[src/rtl/score_pkg.sv]
// Shared definitions for the match score counter: BCD limit, FSM state type
// and the single-digit BCD increment helper.
package score_pkg;

  localparam logic [3:0] BCD_MAX = 4'd9;

  typedef enum logic {
    ST_ARMED = 1'b0,
    ST_HELD  = 1'b1
  } state_e;

  // Returns {cout, digit'}: a 9 with carry-in wraps to 0 and carries out.
  function automatic logic [4:0] bcd_inc(input logic [3:0] digit, input logic cin);
    logic [4:0] r;
    if (!cin) begin
      r = {1'b0, digit};
    end else if (digit >= BCD_MAX) begin
      r = {1'b1, 4'd0};
    end else begin
      r = {1'b0, digit + 4'd1};
    end
    return r;
  endfunction

endpackage

[src/rtl/bcd_digit.sv]
// One BCD digit of the score: 4-bit register with ripple carry in/out and
// synchronous clear. The carry out is combinational from the register and
// carry in, so a chain of digits ripples within one clock.
module bcd_digit
  import score_pkg::*;
(
  input  logic       clk_i,
  input  logic       rst_ni,
  input  logic       clr_i,
  input  logic       cin_i,
  output logic [3:0] digit_o,
  output logic       cout_o
);

  logic [3:0] digit_q, digit_d;
  logic [4:0] inc;

  // Next digit value: clear wins, otherwise BCD increment on carry-in.
  always_comb begin
    inc     = bcd_inc(digit_q, cin_i);
    digit_d = clr_i ? 4'd0 : inc[3:0];
  end

  // Digit register with asynchronous reset.
  always_ff @(posedge clk_i or negedge rst_ni) begin
    if (!rst_ni) digit_q <= 4'd0;
    else         digit_q <= digit_d;
  end

  assign digit_o = digit_q;
  assign cout_o  = inc[4];

endmodule

[src/rtl/match_score_counter.sv]
// Match score counter: counts switch-versus-memory match episodes (one count
// per episode) into a packed BCD score with a match pulse and sticky overflow.
// Optional build macro: SCORE_SATURATE_EN -- score saturates at all-9s instead
// of wrapping to 0.
//
// There is no request/response handshake: iValid is a pure qualifier. Operands
// are compared only on cycles where iValid is high; iValid low is a no-op.
module match_score_counter
  import score_pkg::*;
#(
  parameter int DATA_W = 8,
  parameter int DIGITS = 2
) (
  input  logic                  iClk,
  input  logic                  iRst,
  input  logic                  iValid,
  input  logic                  iClr,
  input  logic [DATA_W-1:0]     mem_value,
  input  logic [DATA_W-1:0]     iSW,
  output logic [4*DIGITS-1:0]   oDigits,
  output logic                  oMatch,
  output logic                  oOvf,
  output logic                  oArmed
);

  logic [1:0]    rst_sync_q;
  logic          rst_n;
  state_e        state_q, state_d;
  logic          eq, count;
  logic          inc_en, ovf_set;
  logic          match_q, ovf_q;
  logic [DIGITS:0] carry;

  // Reset synchroniser: asserts immediately, releases two edges later.
  always_ff @(posedge iClk or negedge iRst) begin
    if (!iRst) rst_sync_q <= 2'b00;
    else       rst_sync_q <= {rst_sync_q[0], 1'b1};
  end
  assign rst_n = rst_sync_q[1];

  assign eq = (mem_value == iSW);

  // Episode FSM: count once on an armed match, re-arm on a qualified mismatch.
  always_comb begin
    state_d = state_q;
    count   = 1'b0;
    case (state_q)
      ST_ARMED: if (iValid && eq) begin
        count   = 1'b1;
        state_d = ST_HELD;
      end
      ST_HELD: if (iValid && !eq) state_d = ST_ARMED;
      default: state_d = ST_ARMED;
    endcase
    if (iClr) begin
      state_d = ST_ARMED;
      count   = 1'b0;
    end
  end

  // FSM state register.
  always_ff @(posedge iClk or negedge rst_n) begin
    if (!rst_n) state_q <= ST_ARMED;
    else        state_q <= state_d;
  end

`ifdef SCORE_SATURATE_EN
  logic all9;

  // Saturation: at all-9s a counted match only flags overflow.
  always_comb begin
    all9 = 1'b1;
    for (int k = 0; k < DIGITS; k++) begin
      if (oDigits[4*k +: 4] != BCD_MAX) all9 = 1'b0;
    end
    inc_en  = count && !all9;
    ovf_set = (count && all9) || carry[DIGITS];
  end
`else
  // Wrap: carry out of the top digit means all-9s rolled to 0.
  always_comb begin
    inc_en  = count;
    ovf_set = carry[DIGITS];
  end
`endif

  assign carry[0] = inc_en;

  for (genvar k = 0; k < DIGITS; k++) begin : g_digit
    bcd_digit u_digit (
      .clk_i   (iClk),
      .rst_ni  (rst_n),
      .clr_i   (iClr),
      .cin_i   (carry[k]),
      .digit_o (oDigits[4*k +: 4]),
      .cout_o  (carry[k+1])
    );
  end

  // Match pulse and sticky overflow registers.
  always_ff @(posedge iClk or negedge rst_n) begin
    if (!rst_n) begin
      match_q <= 1'b0;
      ovf_q   <= 1'b0;
    end else begin
      match_q <= count;
      if (iClr)         ovf_q <= 1'b0;
      else if (ovf_set) ovf_q <= 1'b1;
    end
  end

  assign oMatch = match_q;
  assign oOvf   = ovf_q;
  assign oArmed = (state_q == ST_ARMED);

endmodule

[config.mk]
export PLATFORM = sky130hd
export DESIGN_NAME = match_score_counter
export DESIGN_NICKNAME = d
export VERILOG_FILES = /design/src/rtl/score_pkg.sv /design/src/rtl/bcd_digit.sv /design/src/rtl/match_score_counter.sv
export SDC_FILE = /design/constraint.sdc
export NUM_CORES = 1
export LEC_CHECK = 0
export CORE_MARGIN = 5
export CORE_UTILIZATION = 50
export CTS_CLUSTER_SIZE = 20
export DETAILED_ROUTE_END_ITERATION = 7
export DONT_BUFFER_PORTS = 1
export HOLD_SLACK_MARGIN = 0.1
export PLACE_DENSITY = 0.79
export SYNTH_ARGS = -nofsm -noshare
export SYNTH_HDL_FRONTEND = slang
export SYNTH_HIERARCHICAL = 1
export SYNTH_SLANG_ARGS = --single-unit
[constraint.sdc]
create_clock -name iClk -period 0.8 [get_ports iClk]
set_input_delay 0.12 -clock iClk [delete_from_list [all_inputs] [get_ports iClk]]
set_output_delay 0.12 -clock iClk [all_outputs]
set_load 0.02 [all_outputs]
==> results.tsv, run 1 <==
stage	metric	value	unit
status	status	finished with violations	
status	violated checks	negative hold slack, negative setup slack	
synth	Post-Synth Simple-Gate Area	22.2	%
placed_design	Placed Instances	117	
min_path	worst hold path type	in -> reg	
routing	per-cell routed wire length	17.4	µm
synth	Synth area leader	dfrtp_1	
sta	Max Clk Rate	0.648	GHz
routing	Residual DRC	0	
min_path	HP Start	iClr	
setup_path	Worst Setup Start Kind	flop	
routing	Vias	763	
power	PwrDens	1100	nW/µm²
floorplanning	Initial Util	53.2	%
clock_tree	worst-skew pair later-pin latency	0.29	ns
sta	fin crit share	193	%
routing	drt pass-1 iters	4	
synth	Synth Cell Area	811	µm²
finish	# fillers	86	
global_route	initial antenna violation count	0	
synth	synth cell count leaders	dfrtp_1 (13), inv_1 (7), nor2_1 (7), ha_1 (6), xor2_1 (6)	
synth	Async S/R FF share, synth	100	%
clock_tree	Clock Tree Buf Depth	2	
sta	Hold Fails Final Rpt	6	
synth	register area share after synthesis	40.1	%
sta	post-route setup slack	-0.744	ns
synth	area fraction in compound gates after synthesis	14.8	%
clock_tree	CTS H-tree depth	1	
finish	Layout Area Growth over Synthesis	57.6	%
clock_tree	CTS Buf Count	3	
setup_path	Worst EP arrival	1.70	ns
finish	final net count	142	
setup_path	register-to-register setup slack	-0.74	ns
power	maximum VDD drop	1.22	mV
sta	Final setup viols	22	
global_route	first-pass GRT wire length	3.26	mm
clock_tree	Post-CTS Hold Buffers	2	
setup_path	RR Startpoint	g_digit[0].u_digit/digit_o[1]	
synth	Top FF cell, synth	dfrtp_1	
power	Pleak	0.000559	µW
finish	layout cells sized above 1	53.9	%
synth	Cell variety after synth	26	
sta	Clock Skew	0.0108	ns
synth	post-synthesis mux area share	0	%
setup_path	crit end category	flop	
floorplanning	Top Ports	31	
setup_path	WP data required	0.95	ns
routing	Final ANT Viol Nets	0	
setup_path	Setup CP Type	reg -> reg	
clock_tree	clock slew at reported path FFs	0.08	ns
routing	DRT iter0 DRCs	7	
floorplanning	Die Width	50.3	µm
floorplanning	DIE HEIGHT	50.3	µm
synth	synthesized instance count	81	
floorplanning	Die ar.	2530	µm²
synth	largest family of logic cells by synthesized area	simple AND/OR/NAND/NOR gates	
placed_design	post-DP HPWL	1.42	mm
clock_tree	CTS sink count	13	
sta	Max Slew Vio Count	0	
placed_design	setup slack at placement	-0.706	ns
flow_run	# Max-Cap Violations	0	
routing	WL final	2.28	mm
finish	Finished Layout Cells	131	
sta	setup_tns	-7.77	ns
synth	xor-xnor portion of the synthesized cell area	8.64	%
placed_design	routability cong.	0.775	
global_route	All-Layer GR Usage	16.4	%
synth	Synthesized Nets	107	
clock_tree	CTS tree	done	
sta	final hold slack	-0.115	ns
placed_design	buffers added on ports	0	
synth	Post-synth EDFFs	0	
global_route	vias in the first global route	777	
finish	ant diodes	0	
floorplanning	core footprint	1520	µm²
synth	top cell type's share of synthesized area	40.1	%
clock_tree	Clock Root Buffer	clkbuf_4	
synth	Synth area leaders	dfrtp_1 (40%), ha_1 (9.3%), xor2_1 (6.5%)	
setup_path	crit-path max FO	7	
synth	top-count cell post-synth	dfrtp_1	
synth	mean post-synth cell area	10.0	µm²
sta	RSZ-0062 raised after global routing	true	
floorplanning	Cell Rows	14	
global_route	largest net degree at the start of global routing	22	
synth	#FFs+latches synth	13	
global_route	gr ovfl total	0	
synth	Synth Area in Adders	9.26	%
synth	Yosys warnings	6	
routing	number of vias per cell	5.82	
sta	Tmin final	1.54	ns
setup_path	crit path from	g_digit[0].u_digit/digit_o[1]	
==> state kept, by name, summed over array words and instances (netlist names) <==
signal,flops
g_digit.u_digit/digit_o,8
rst_sync_q,2
oMatch,1
oOvf,1
state_q,1
==> path summary, 6_finish.rpt <==
check | end | cells past startpoint
max in group asynchronous | rst_sync_q[1] | 2
hold / removal | oOvf | 1
setup reg to reg | g_digit[1].u_digit/digit_o[3] | 8
min in group asynchronous | state_q | 1
hold reg to reg | state_q | 1
setup / recovery | g_digit[1].u_digit/digit_o[3] | 8
==> cell type report <==
cell class              count  area, µm²  share of cell area (%)
repair buffers             32        303                    23.7
clock inverters             1       5.00                   0.392
inverters                   7       28.8                    2.25
clock buffers               3       22.5                    1.76
multi-input cells          59        569                    44.6
flip-flops and latches     13        329                    25.8
well taps                  16       20.0                    1.57
==> cells by family after synthesis <==
| family | Yosys count |
|---|---|
| AOI/OAI and AO/OA | 15 |
| xor gates and xnor gates | 8 |
| DFF | 13 |
| other | 1 |
| adders and majority gates | 6 |
| buffers and inverters | 9 |
| and+or+nand+nor | 29 |
==> cells in the final DEF, fill, tap and decap left out, types with 2 or more instances in the layout <==
| cell | count |
|---|---|
| buf_4 | 17 |
| buf_6 | 12 |
| dfrtp_1 | 10 |
| xor2_1 | 6 |
| nor2_1 | 5 |
| inv_1 | 4 |
| nand3b_1 | 4 |
| nor2_2 | 3 |
| clkbuf_4 | 3 |
| dfrtp_2 | 3 |
| ha_1 | 3 |
| xnor2_1 | 2 |
| inv_2 | 2 |
| and3_2 | 2 |
| nand2_1 | 2 |
| nand2b_1 | 2 |
| nand4bb_1 | 2 |
| ha_4 | 2 |
| o21ai_0 | 2 |
| dlygate4sd3_1 | 2 |
==> report_power, final <==
group / internal, µW / switching, µW / total, µW / leakage (µW)
sequential: 678 / 21.1 / 699 / 0.000171
clock: 186 / 221 / 407 / 0.0000177
combinational: 166 / 132 / 298 / 0.000371
total: 1030 / 374 / 1400 / 0.000559
==> worst max-delay path: stages (launching register included) <==
cell	delay [ns]
dfrtp_2	0.43
inv_4	0.08
ha_4	0.15
nor2_4	0.04
a21oi_4	0.14
and2_4	0.21
nor3b_2	0.05
a31oi_1	0.21
o41ai_2	0.11
==> timing repair <==
action	4_1_cts	5_1_grt
buffers inserted	4	4
resized for setup	14	16
setup endpoints to repair	20	21
hold endpoints to repair	12	10
pin swaps	2	4
==> layer usage <==
layer	global-route usage, %	vias up	wire length [µm]
li1	-	355	-
met1	18.2	372	947
met2	29.3	31	1150
met3	5.62	5	147
met4	4.37	0	33
met5	0	-	0
==> stage by stage <==
step	utilization [%]	power [µW]	cell area [µm²]	hold slack, ns
6_report	83.8	1400	1280	-0.115
3_5_place_dp	67.9	937	1030	-0.176
3_3_place_gp	67.9	930	1030	-0.176
2_1_floorplan	-	835	856	-0.176
5_1_grt	83.8	1470	1280	-0.116
4_1_cts	76.2	1380	1160	-0.127
Note: power is estimated with default switching activity, not from simulation.
==> run 2: changes to the inputs <==
- CORE_UTILIZATION: 50 -> 54
- PLACE_DENSITY: 0.79 -> 0.83
==> run 2 against run 1 <==
  * The flow still finishes with violations (negative hold slack, negative setup slack)
  * Via count rose by 4.7%
  * Sequential power barely moved
  * Maximum frequency rose by 5.2%
  * Combinational power fell by 12%
  * Sequential share of layout area fell by 1.1 points
  * Largest cell class unchanged
==> results.tsv, run 2 (synthesis gave the netlist of run 1 again) <==
stage	metric	value	unit	change
status	status	finished with violations		unchanged
status	violated checks	negative hold slack, negative setup slack		unchanged
sta	fin crit share	184	%	was 193%
global_route	GRT met3 Usage	4.29	%	was 5.62%
finish	Layout Area Growth over Synthesis	63.9	%	was 57.6%
finish	final net count	148		was 142
global_route	gr ovfl total	0		unchanged
setup_path	worst path bufs/invs	1		unchanged
setup_path	Worst Setup Start Kind	flop		unchanged
setup_path	Setup CP Type	reg -> reg		unchanged
setup_path	slowest stage delay, CP	0.44	ns	was 0.43 ns
floorplanning	Top Ports	31		unchanged
floorplanning	core footprint	1470	µm²	was 1520 µm²
routing	Vias	799		was 763
setup_path	critical path's slowest cell	dfrtp_2		unchanged
power	PwrDens	1040	nW/µm²	was 1100 nW/µm²
finish	most common cell after layout, fill and taps aside	buf_4		unchanged
finish	ant diodes	0		unchanged
sta	Final setup viols	21		was 22
sta	RSZ-0062 raised after global routing	true		unchanged
sta	Max Slew Vio Count	0		unchanged
routing	Final ANT Viol Nets	0		unchanged
setup_path	crit-path cells	inv_4 -> ha_4 -> nor2_4 -> a21oi_4 -> and2_4 -> nor3b_2 -> a31oi_1 -> o41ai_2		unchanged
floorplanning	DIE HEIGHT	48.8	µm	was 50.3 µm
min_path	worst hold path type	in -> reg		unchanged
setup_path	crit-path max FO	8		was 7
routing	Residual DRC	0		unchanged
clock_tree	clock slew at reported path FFs	0.09	ns	was 0.08 ns
setup_path	Top delay family on crit path	flip-flops		was compound AO/OA/AOI/OAI gates
setup_path	Worst EP arrival	1.62	ns	was 1.70 ns
routing	per-cell routed wire length	18.8	µm	was 17.4 µm
clock_tree	worst-skew pair later-pin latency	0.28	ns	was 0.29 ns
global_route	first-pass GRT wire length	3.63	mm	was 3.26 mm
global_route	met2 usage	34.6	%	was 29.3%
finish	post-layout utilization of the core	90.3	%	was 83.8%
global_route	largest net degree at the start of global routing	22		unchanged
flow_run	# Max-Cap Violations	0		unchanged
floorplanning	Cell Rows	14		unchanged
global_route	initial antenna violation count	0		unchanged
setup_path	crit path from	g_digit[0].u_digit/digit_o[1]		unchanged
placed_design	post-DP HPWL	1.45	mm	was 1.42 mm
placed_design	routability cong.	0.741		was 0.775
floorplanning	Initial Util	55.1	%	was 53.2%
routing	number of vias per cell	5.83		was 5.82
sta	Tmin final	1.47	ns	was 1.54 ns
sta	Clock Skew	0.00752	ns	was 0.0108 ns
power	maximum VDD drop	0.838	mV	was 1.22 mV
clock_tree	CTS H-tree depth	1		unchanged
power	Pleak	0.000592	µW	was 0.000559 µW
routing	WL final	2.58	mm	was 2.28 mm
sta	setup_tns	-7.84	ns	was -7.77 ns
finish	commonest cells after routing, fill and taps aside	buf_4 (21), buf_6 (14), dfrtp_1 (11)		was buf_4 (17), buf_6 (12), dfrtp_1 (10)
sta	Hold Fails Final Rpt	6		unchanged
global_route	Most Crowded Layer GR	met2		unchanged
setup_path	RR Startpoint	g_digit[0].u_digit/digit_o[1]		unchanged
sta	final hold slack	-0.0921	ns	was -0.115 ns
setup_path	crit end category	flop		unchanged
clock_tree	CTS tree	done		unchanged
routing	drt pass-1 iters	4		unchanged
finish	Finished Layout Cells	137		was 131
finish	max reg flops	8		unchanged
clock_tree	CTS sink count	13		unchanged
sta	Max Clk Rate	0.681	GHz	was 0.648 GHz
placed_design	Placed Instances	117		unchanged
floorplanning	Die ar.	2380	µm²	was 2530 µm²
sta	post-route setup slack	-0.668	ns	was -0.744 ns
clock_tree	Clock Tree Buf Depth	2		unchanged
routing	DRT iter0 DRCs	12		was 7
clock_tree	Post-CTS Hold Buffers	2		unchanged
global_route	vias in the first global route	834		was 777
clock_tree	Clock Root Buffer	clkbuf_4		unchanged
min_path	HP Start	iClr		unchanged
global_route	All-Layer GR Usage	19.8	%	was 16.4%
global_route	met1 GRT Util	22.6	%	was 18.2%
floorplanning	Die Width	48.8	µm	was 50.3 µm
finish	layout cells sized above 1	57.9	%	was 53.9%
setup_path	WP data required	0.96	ns	was 0.95 ns
placed_design	buffers added on ports	0		unchanged
clock_tree	CTS Buf Count	3		unchanged
-- run 2: cell types whose count changed in the layout (fill, tap and decap cells not counted), sizes merged --
cell | before | now
clkinv | 1 | 0
clkbuf | 3 | 4
buf | 30 | 36
-- run 2: stage by stage --
step,hold slack [ns],area [µm²],setup WS (ns),power (µW)
6_report,-0.0921,1330,-0.668,1380
5_1_grt,-0.103,1330,-0.766,1460
4_1_cts,-0.105,1180,-0.650,1370
3_5_place_dp,-0.176,1030,-0.722,921
3_3_place_gp,-0.176,1030,-0.642,915
2_1_floorplan,-0.176,856,-0.763,835
-- run 2: final cells by class --
class	instances	area (µm²)
clock buffer	4	26.3
fill	53	143
inverter	7	28.8
multi-input combinational	59	571
sequential	13	328
tap	16	20.0
timing repair buffer	38	355
-- run 2: metal layers --
layer / part of all wire [%] / vias up
met3: 6.0 / 8
met2: 52 / 47
met4: 3.0 / 0
li1: - / 363
met5: 0 / -
met1: 39 / 381
-- run 2: path summary, 6_finish.rpt --
kind,to,slack [ns],depth (start not counted)
setup / recovery,g_digit[1].u_digit/digit_o[3],-0.67,8
hold / removal,oOvf,-0.09,1
min in group asynchronous,g_digit[1].u_digit/digit_o[0],0.16,1
max in group asynchronous,rst_sync_q[1],0.08,2
setup reg to reg,g_digit[1].u_digit/digit_o[3],-0.67,8
hold reg to reg,g_digit[1].u_digit/digit_o[0],0.16,1
-- run 2: where the power goes --
part	switching [µW]	internal, µW
logic	121	141
clock network	228	193
registers	21.9	678
total	371	1010
-- run 2: what timing repair did --
action	4_1_cts	5_1_grt
endpoints found under the setup margin	21	21
pin swaps	4	7
resized for setup	16	19
buffers inserted	5	9
endpoints found under the hold margin	12	10
==> run 3: changes to the inputs <==
- GPL_TIMING_DRIVEN: default -> 0
==> run 3 against run 2 <==
  * The flow still finishes with violations (negative hold slack, negative setup slack)
  * Maximum frequency down 5.4%
  * First-iteration DRC count up 50%
  * Die area unchanged
  * Routed wire length down 25%
  * Sequential share of layout area up 5.8 points
  * Flip-flop and latch count unchanged
  * Non-clock buffer count down 27
  * Register-to-register slack worse by 0.08 ns
  * Sequential power up 5.3%
  * Clock power down 4%
  * Via count down 14%
  * Critical path depth unchanged
  * Largest power group unchanged
==> results.tsv, run 3 (synthesis gave the netlist of run 1 again) <==
stage	metric	value	unit	change
status	status	finished with violations		unchanged
status	violated checks	negative hold slack, negative setup slack		unchanged
finish	ant diodes	0		unchanged
routing	DRT iter0 DRCs	18		was 12
sta	setup_tns	-6.82	ns	was -7.84 ns
min_path	hold worst-path end	oOvf		unchanged
placed_design	routability cong.	0.778		was 0.741
sta	Max Clk Rate	0.644	GHz	was 0.681 GHz
setup_path	register-to-register setup slack	-0.75	ns	was -0.67 ns
sta	post-route setup slack	-0.752	ns	was -0.668 ns
finish	final net count	122		was 148
placed_design	Post-DP Area	876	µm²	was 1030 µm²
floorplanning	Die Width	48.8	µm	unchanged
sta	Final setup viols	21		unchanged
floorplanning	core footprint	1470	µm²	unchanged
routing	WL final	1.93	mm	was 2.58 mm
setup_path	Setup CP Type	reg -> reg		unchanged
placed_design	post-DP HPWL	1.17	mm	was 1.45 mm
setup_path	R2R Path End	g_digit[1].u_digit/digit_o[3]		unchanged
floorplanning	Cell Rows	14		unchanged
min_path	HP Start	iClr		unchanged
finish	post-layout utilization of the core	74.2	%	was 90.3%
routing	Vias	685		was 799
setup_path	WP data required	0.95	ns	was 0.96 ns
routing	Final ANT Viol Nets	0		unchanged
global_route	gr ovfl total	0		unchanged
routing	per-cell routed wire length	17.4	µm	was 18.8 µm
floorplanning	Top Ports	31		unchanged
clock_tree	worst-skew pair later-pin latency	0.27	ns	was 0.28 ns
global_route	vias in the first global route	673		was 834
clock_tree	CTS tree	done		unchanged
floorplanning	Initial Util	55.1	%	unchanged
sta	Hold Fails Final Rpt	6		unchanged
global_route	largest net degree at the start of global routing	22		unchanged
finish	layout cells sized above 1	43.2	%	was 57.9%
power	Pleak	0.000445	µW	was 0.000592 µW
sta	fin crit share	194	%	was 184%
power	maximum VDD drop	0.714	mV	was 0.838 mV
sta	final hold slack	-0.0953	ns	was -0.0921 ns
sta	Clock Skew	0.00966	ns	was 0.00752 ns
clock_tree	CTS sink count	13		unchanged
sta	Max Slew Vio Count	0		unchanged
min_path	Min-Delay Path Depth	1		unchanged
floorplanning	Die ar.	2380	µm²	unchanged
sta	RSZ-0062 raised after global routing	true		unchanged
clock_tree	clock slew at reported path FFs	0.09	ns	about the same
setup_path	crit end category	flop		unchanged
global_route	All-Layer GR Usage	14.9	%	was 19.8%
clock_tree	Clock Root Buffer	clkbuf_4		unchanged
clock_tree	Clock Tree Buf Depth	2		unchanged
power	Design Power	1290	µW	was 1380 µW
finish	commonest cells after routing, fill and taps aside	nor2_1 (7), dfrtp_1 (7), xor2_1 (6), dfrtp_2 (6), buf_6 (5)		was buf_4 (21), buf_6 (14), dfrtp_1 (11)
global_route	GRT met3 Usage	2.76	%	was 4.29%
clock_tree	CTS Buf Count	3		unchanged
min_path	worst hold path type	in -> reg		unchanged
setup_path	R2R depth	8		unchanged
routing	Residual DRC	0		unchanged
global_route	initial antenna violation count	0		unchanged
setup_path	Worst Setup Start Kind	flop		unchanged
finish	post-route cell area	1090	µm²	was 1330 µm²
clock_tree	CTS H-tree depth	1		unchanged
global_route	Most Crowded Layer GR	met2		unchanged
finish	Layout Area Growth over Synthesis	34.7	%	was 63.9%
sta	Tmin final	1.55	ns	was 1.47 ns
routing	number of vias per cell	6.17		was 5.83
floorplanning	DIE HEIGHT	48.8	µm	unchanged
global_route	met1 GRT Util	18.5	%	was 22.6%
finish	max reg flops	8		unchanged
setup_path	crit-path max FO	5		was 8
setup_path	RR Startpoint	g_digit[0].u_digit/digit_o[1]		unchanged
global_route	first-pass GRT wire length	2.87	mm	was 3.63 mm
flow_run	# Max-Cap Violations	0		unchanged
global_route	met2 usage	24.6	%	was 34.6%
placed_design	buffers added on ports	0		unchanged
routing	drt pass-1 iters	4		unchanged
setup_path	Worst EP arrival	1.71	ns	was 1.62 ns
power	PwrDens	1180	nW/µm²	was 1040 nW/µm²
[run 3: routing by layer]
layer / vias up / part of all wire, %
met3: 2 / 8.0
met5: - / 0
li1: 311 / -
met2: 39 / 49
met1: 333 / 41
met4: 0 / 1.2
[run 3: critical path, stage by stage (launching register included)]
cell and delay (ns):
dfrtp_2 0.49, inv_4 0.11, ha_4 0.14, nor2_4 0.04, a21oi_4 0.15, and2_4 0.19
nor3b_2 0.05, a31oi_1 0.18, o41ai_2 0.10
[run 3: layout make-up]
class | instances | area (µm²)
buffer | 1 | 7.51
clock buffer | 4 | 26.3
timing repair buffer | 10 | 101
multi-input combinational | 60 | 568
sequential | 13 | 333
inverter | 7 | 36.3
tap | 16 | 20.0
fill | 97 | 379
[run 3: power by group]
part / switching (µW) / internal [µW]
logic: 64.1 / 80.9
clock network: 211 / 192
registers: 58.0 / 679
total: 333 / 953
[run 3: how the worst max path moves through the flow]
| stage | start | cells after the start | to |
|---|---|---|---|
| finish | g_digit[0].u_digit/digit_o[1] | 8 | g_digit[1].u_digit/digit_o[3] |
| global route | g_digit[0].u_digit/digit_o[0] | 7 | g_digit[1].u_digit/digit_o[3] |
| CTS | g_digit[0].u_digit/digit_o[1] | 8 | g_digit[1].u_digit/digit_o[3] |
| detailed placement | iSW[5] | 10 | g_digit[1].u_digit/digit_o[3] |
| global placement | iSW[5] | 10 | g_digit[1].u_digit/digit_o[3] |
| floorplan | iSW[5] | 10 | g_digit[1].u_digit/digit_o[3] |
[run 3: what timing repair did]
action,in CTS,in global routing
pin swaps,6,5
cloned,1,0
endpoints found under the setup margin,21,21
resized for setup,14,14
endpoints found under the hold margin,12,10
setup buffers,5,2
hold buffers,2,1
[run 3: metrics by stage]
stage / setup slack, ns / std cells
2_1_floorplan: -0.763 / 81
3_3_place_gp: -0.938 / 97
3_5_place_dp: -0.959 / 97
4_1_cts: -0.741 / 108
5_1_grt: -0.784 / 111
6_report: -0.752 / 111
